**src/rtl/fxp_mult_pipe.sv**
```systemverilog
// fxp_mult_pipe
// Pipelined signed fixed-point multiplier with valid/ready flow control.
// The full-precision product is rounded (half toward +inf), rescaled by FRAC
// bits and either saturated or wrapped to WIDTH bits. A sideband tag and an
// overflow flag travel with every sample. ovf_sticky records any emitted
// overflow until cleared.
//
// Ports
//   clk         rising-edge clock
//   rst_n       synchronous active-low reset
//   in_valid    operand pair valid
//   in_ready    block can accept this cycle (combinational from out_ready)
//   mult_i1/2   signed operands, Q(WIDTH-FRAC).FRAC
//   in_tag      sideband tag carried with the sample
//   mult_o      signed rescaled product
//   out_tag     tag of the sample on mult_o
//   out_ovf     result overflowed (saturated or wrapped)
//   out_valid   result valid
//   out_ready   downstream accepts
//   ovf_sticky  set by any emitted overflowing result
//   ovf_clr     clears ovf_sticky (an overflowing emit in the same cycle wins)
module fxp_mult_pipe #(
    parameter int WIDTH  = 32,
    parameter int FRAC   = 16,
    parameter int STAGES = 3,
    parameter bit SAT    = 1'b1,
    parameter int TAG_W  = 4
) (
    input  logic             clk,
    input  logic             rst_n,
    input  logic             in_valid,
    output logic             in_ready,
    input  logic [WIDTH-1:0] mult_i1,
    input  logic [WIDTH-1:0] mult_i2,
    input  logic [TAG_W-1:0] in_tag,
    output logic [WIDTH-1:0] mult_o,
    output logic [TAG_W-1:0] out_tag,
    output logic             out_ovf,
    output logic             out_valid,
    input  logic             out_ready,
    output logic             ovf_sticky,
    input  logic             ovf_clr
);

    // The full product of two WIDTH-bit signed values fits in 2*WIDTH bits,
    // and adding the rounding half cannot overflow that width.
    localparam int PW     = 2 * WIDTH;
    localparam int RND_SH = (FRAC > 0) ? FRAC - 1 : 0;
    localparam logic signed [PW-1:0] RND = (FRAC > 0) ? (PW'(1) << RND_SH) : '0;

    localparam logic [WIDTH-1:0] MAX_VAL = {1'b0, {(WIDTH-1){1'b1}}};
    localparam logic [WIDTH-1:0] MIN_VAL = {1'b1, {(WIDTH-1){1'b0}}};

    logic signed [PW-1:0]    prod;
    logic signed [PW-1:0]    rounded;
    logic signed [PW-1:0]    shifted;
    logic [PW-WIDTH:0]       upper;
    logic                    res_ovf;
    logic [WIDTH-1:0]        res_d;

    logic [STAGES-1:0]       v_q;
    logic [WIDTH-1:0]        data_q [STAGES];
    logic [TAG_W-1:0]        tag_q  [STAGES];
    logic [STAGES-1:0]       ovf_q;

    logic [STAGES-1:0]       en;
    logic [STAGES-1:0]       up_v;
    logic [WIDTH-1:0]        up_d   [STAGES];
    logic [TAG_W-1:0]        up_t   [STAGES];
    logic [STAGES-1:0]       up_o;

    // All arithmetic happens ahead of the first slot; the remaining slots
    // only carry the finished result, so latency is purely the slot count.
    // The shifted value is in range exactly when every bit from the result
    // sign bit upward is a copy of that sign bit.
    always_comb begin
        prod    = PW'($signed(mult_i1)) * PW'($signed(mult_i2));
        rounded = prod + RND;
        shifted = rounded >>> FRAC;
        upper   = shifted[PW-1:WIDTH-1];
        res_ovf = !((&upper) | ~(|upper));
        res_d   = shifted[WIDTH-1:0];
        if (res_ovf && SAT) begin
            res_d = shifted[PW-1] ? MIN_VAL : MAX_VAL;
        end
    end

    // Bubble-collapsing enables: a slot may advance if it is empty or the
    // slot in front of it advances, so empty slots are squeezed out even
    // while the output is stalled.
    always_comb begin
        en = '0;
        en[STAGES-1] = !v_q[STAGES-1] | out_ready;
        for (int k = STAGES - 2; k >= 0; k--) begin
            en[k] = !v_q[k] | en[k+1];
        end
    end

    assign in_ready = en[0];

    // What each slot would load: the new operand result for the first slot,
    // the previous slot's contents for the others.
    always_comb begin
        up_v    = '0;
        up_o    = '0;
        up_v[0] = in_valid & en[0];
        up_d[0] = res_d;
        up_t[0] = in_tag;
        up_o[0] = res_ovf;
        for (int k = 1; k < STAGES; k++) begin
            up_v[k] = v_q[k-1];
            up_d[k] = data_q[k-1];
            up_t[k] = tag_q[k-1];
            up_o[k] = ovf_q[k-1];
        end
    end

    // Slot registers. Valid bits follow the enable; payload registers only
    // load when a real sample arrives so idle slots do not toggle.
    always_ff @(posedge clk) begin
        if (!rst_n) begin
            v_q   <= '0;
            ovf_q <= '0;
            for (int k = 0; k < STAGES; k++) begin
                data_q[k] <= '0;
                tag_q[k]  <= '0;
            end
        end else begin
            for (int k = 0; k < STAGES; k++) begin
                if (en[k]) begin
                    v_q[k] <= up_v[k];
                    if (up_v[k]) begin
                        data_q[k] <= up_d[k];
                        tag_q[k]  <= up_t[k];
                        ovf_q[k]  <= up_o[k];
                    end
                end
            end
        end
    end

    // Sticky overflow: an overflowing emit takes priority over a clear.
    always_ff @(posedge clk) begin
        if (!rst_n) begin
            ovf_sticky <= 1'b0;
        end else if (out_valid && out_ready && out_ovf) begin
            ovf_sticky <= 1'b1;
        end else if (ovf_clr) begin
            ovf_sticky <= 1'b0;
        end
    end

    assign mult_o    = data_q[STAGES-1];
    assign out_tag   = tag_q[STAGES-1];
    assign out_ovf   = ovf_q[STAGES-1];
    assign out_valid = v_q[STAGES-1];

endmodule

```
**config.mk**
```make
export PLATFORM = sky130hd
export DESIGN_NAME = fxp_mult_pipe
export DESIGN_NICKNAME = d
export VERILOG_FILES = /design/src/rtl/fxp_mult_pipe.sv
export SDC_FILE = /design/constraint.sdc
export NUM_CORES = 2
export LEC_CHECK = 0
export ABC_AREA = 1
export BUFFER_PORTS_ARGS = -buffer_cell sky130_fd_sc_hd__buf_2
export CAP_MARGIN = 30
export CORE_UTILIZATION = 60
export CTS_BUF_LIST = sky130_fd_sc_hd__clkbuf_16
export DETAILED_ROUTE_END_ITERATION = 8
export PLACE_DENSITY = 0.86
export SLEW_MARGIN = 0
export SYNTH_ARGS = -nofsm -noshare
export SYNTH_HDL_FRONTEND = slang
export SYNTH_SLANG_ARGS = --single-unit
```
**constraint.sdc**
```tcl
create_clock -name clk -period 12.8 [get_ports clk]
set_clock_uncertainty 0.05 [all_clocks]
set_input_delay 2.56 -clock clk [delete_from_list [all_inputs] [get_ports clk]]
set_output_delay 2.56 -clock clk [all_outputs]
set_load 0.02 [all_outputs]
```
==> results.txt <==
Outcome: finished clean
Mapped cell area: 43300 sq um
Detail Placement HPWL: 93400 um
CP bufs+invs: 6
Final GP Congestion: 1.00
Worst Max-Slew Pin Slew: 1.04 ns
Startpoint types: input port
Simple-gate share of the synthesized area: 16.5%
Worst slew margin: 30.6%
Asr flop ratio synth: 0%
Via count: 33400
Setup TNS: 0 ns
Die width: 271 um
Die Y: 271 um
Hold buffer count at CTS: 0
Initial antenna violation count: 4
# Post-CTS Setup Buffers: 0
Layout cells sized above 1: 4.16%
Post-synth EDFFs: 108
First-pass GRT wire length: 189000 um
Grt total ovfl: 0
Flops & latches, synth: 115
CP dominant cell by count: fa_1
Core Region: 71400 sq um
Syn Area/Cell: 8.04 sq um
Clk slew on worst S/H paths: 0.05 ns
Count of cell types in the netlist: 38
CTS root buffer: clkbuf_16
Crit. End Element: flop
CTS Buffer Depth: 2
Port bufs: 112
First-pass DRT Iterations: 6
Final Setup Violations: 0
WL final: 115000 um
CTS H-tree depth: 4
CTS sink cnt: 115
Starting Density: 60.6%
WP data arrival: 11.67 ns
Max-Cap Viols: 0
Critical path class: in -> reg
CTS tree: built
Utilization after layout: 62.5%
Post-synthesis sequential area ratio: 7.82%
Initial DRC count: 2586
Pin count of the biggest net entering global routing: 84
Yosys warning count: 0
Area Growth Syn to Fin: 3.15%
Post-synthesis xor/xnor area fraction: 0.911%
Crit path max-delay family: adder cells
Post-synthesis compound-gate area fraction: 2.09%
Synth Area in Adders: 55.2%
Top FF cell, synth: edfxtp_1
Fmax: 87.3 MHz
Combinational family with the most area after synthesis: adder cells
Vias per std cell: 5.34
Final worst path period need: 11.45 ns
Clock Latency Late Sink: 0.42 ns
Post-synthesis mux area share: 0%
Routed Antenna Nets: 0
Die area: 73200 sq um
Max Fanout on Critical Path: 32
Fin. max-slew vios: 0
Post-route DRC: 0
Largest stage delay, worst path: 0.91 ns
Final Cycle Share: 89.5%
Number of I/O pins: 113
Mapped Nets: 6709
Wire per inst: 18.4 um
RSZ-0062 raised after global routing: no
CTS Buf Count: 17
HP Class: reg -> reg
Cells after Synth: 5377
Total track usage: 33.0%
Vias in the first global route: 37300
Fin nets: 6614
CP required: 13.02 ns
PostCTS Resize Cnt: 0
FP Rows: 98
Endpoints failing hold: 0
CP max-delay cell: fa_1
==> flip-flops by register name, summed over array words and instances (netlist names) <==
signal and flops:
v_q 3, tag_q 12, data_q 96, ovf_sticky 1
ovf_q 3
==> cell families (layout without fill, tap and decap cells) <==
| logic type | Yosys count | count (layout) |
|---|---|---|
| buffers and inverters | 1968 | 1885 |
| and+or+nand+nor | 1835 | 1835 |
| adders and majority gates | 1259 | 1259 |
| AOI/OAI and AO/OA | 155 | 155 |
| DFF | 115 | 115 |
| xor gates and xnor gates | 45 | 45 |
| other | 0 | 3 |
==> path summary, 6_finish.rpt <==
| kind | from | end | slack [ns] | cells after the start |
|---|---|---|---|---|
| max | mult_i1[31] | data_q[0][25] | 1.35 | 31 |
| min | ovf_sticky | ovf_sticky | 0.43 | 2 |
| max reg2reg | v_q[2] | data_q[0][9] | 10.74 | 8 |
| min reg2reg | ovf_sticky | ovf_sticky | 0.43 | 2 |
==> synth_stat cells (7+ instances only) <==
| cell | n | area share, % |
|---|---|---|
| inv_1 | 1714 | 15 |
| nand2_1 | 1454 | 13 |
| fa_1 | 1082 | 50 |
| nor2_1 | 248 | 2.2 |
| clkbuf_1 | 201 | 1.7 |
| ha_1 | 177 | 5.1 |
| edfxtp_1 | 108 | 7.5 |
| a21oi_1 | 91 | 1.1 |
| nand3_1 | 71 | 0.82 |
| buf_4 | 38 | 0.66 |
| xor2_1 | 28 | 0.57 |
| o21ai_0 | 21 | 0.24 |
| a21oi_2 | 20 | 0.40 |
| xnor2_1 | 17 | 0.34 |
| nor2_2 | 15 | 0.22 |
| nor3_1 | 11 | 0.13 |
| o21bai_1 | 11 | 0.19 |
| inv_2 | 9 | 0.078 |
| nand4_1 | 8 | 0.12 |
| or2_2 | 8 | 0.12 |
| dfxtp_1 | 7 | 0.32 |
==> layer usage <==
layer  wire length, um  part of all wire (%)  up-vias  global-route usage [%]
li1                  -                     -    14600                       -
met1             40500                    35    16400                    39.4
met2             56600                    49     1813                    56.5
met3             10800                   9.4      532                    6.66
met4              6920                   6.0        4                    17.4
met5                27                 0.024        -                       0
==> per-stage QoR <==
| step | cells | hold WS (ns) | area [sq um] | setup slack, ns |
|---|---|---|---|---|
| global placement | 6212 | 0.401 | 44100 | 1.29 |
| floorplan | 5377 | 0.391 | 43300 | 2.55 |
| CTS | 6244 | 0.421 | 44600 | 1.42 |
| detailed placement | 6213 | 0.409 | 44100 | 1.05 |
| finish | 6247 | 0.427 | 44600 | 1.35 |
| global route | 6245 | 0.448 | 44600 | 0.689 |
==> cell type report <==
cell class | instances | area [sq um]
Antenna cell | 3 | 7.51
Clock buffer | 17 | 425
Clock inverter | 14 | 101
Fill cell | 5771 | 26700
Inverter | 1723 | 6470
Multi-Input combinational cell | 3294 | 32300
Sequential cell | 115 | 3380
Tap cell | 950 | 1190
Timing Repair Buffer | 131 | 723
==> worst reg2reg max path, stage by stage (launching register included) <==
cell	delay (ns)
dfxtp_1	0.36
nand2_1	0.12
nor2_1	0.13
nand2_1	0.09
nand2_1	0.15
nand3_1	0.14
nand2_4	0.28
buf_16	0.32
nor2_1	0.16
==> placed cells by master, fill, tap and decap left out, types with 3 or more instances in the layout <==
cell,n
a21oi_1,91
a21oi_2,20
and3_1,5
buf_2,112
buf_4,18
clkbuf_16,17
clkinv_2,3
clkinvlp_4,5
dfxtp_1,7
diode_2,3
edfxtp_1,108
fa_1,1082
ha_1,177
inv_1,1717
inv_2,9
nand2_1,1453
nand2_2,4
nand3_1,71
nand4_1,8
nor2_1,248
nor2_2,15
nor3_1,11
nor3_2,4
o21ai_0,21
o21ai_1,5
o21bai_1,11
or2_2,8
xnor2_1,17
xor2_1,28
Power is not shown: default switching activity piles up to over one toggle a cycle in this logic, so the estimate is an artifact.
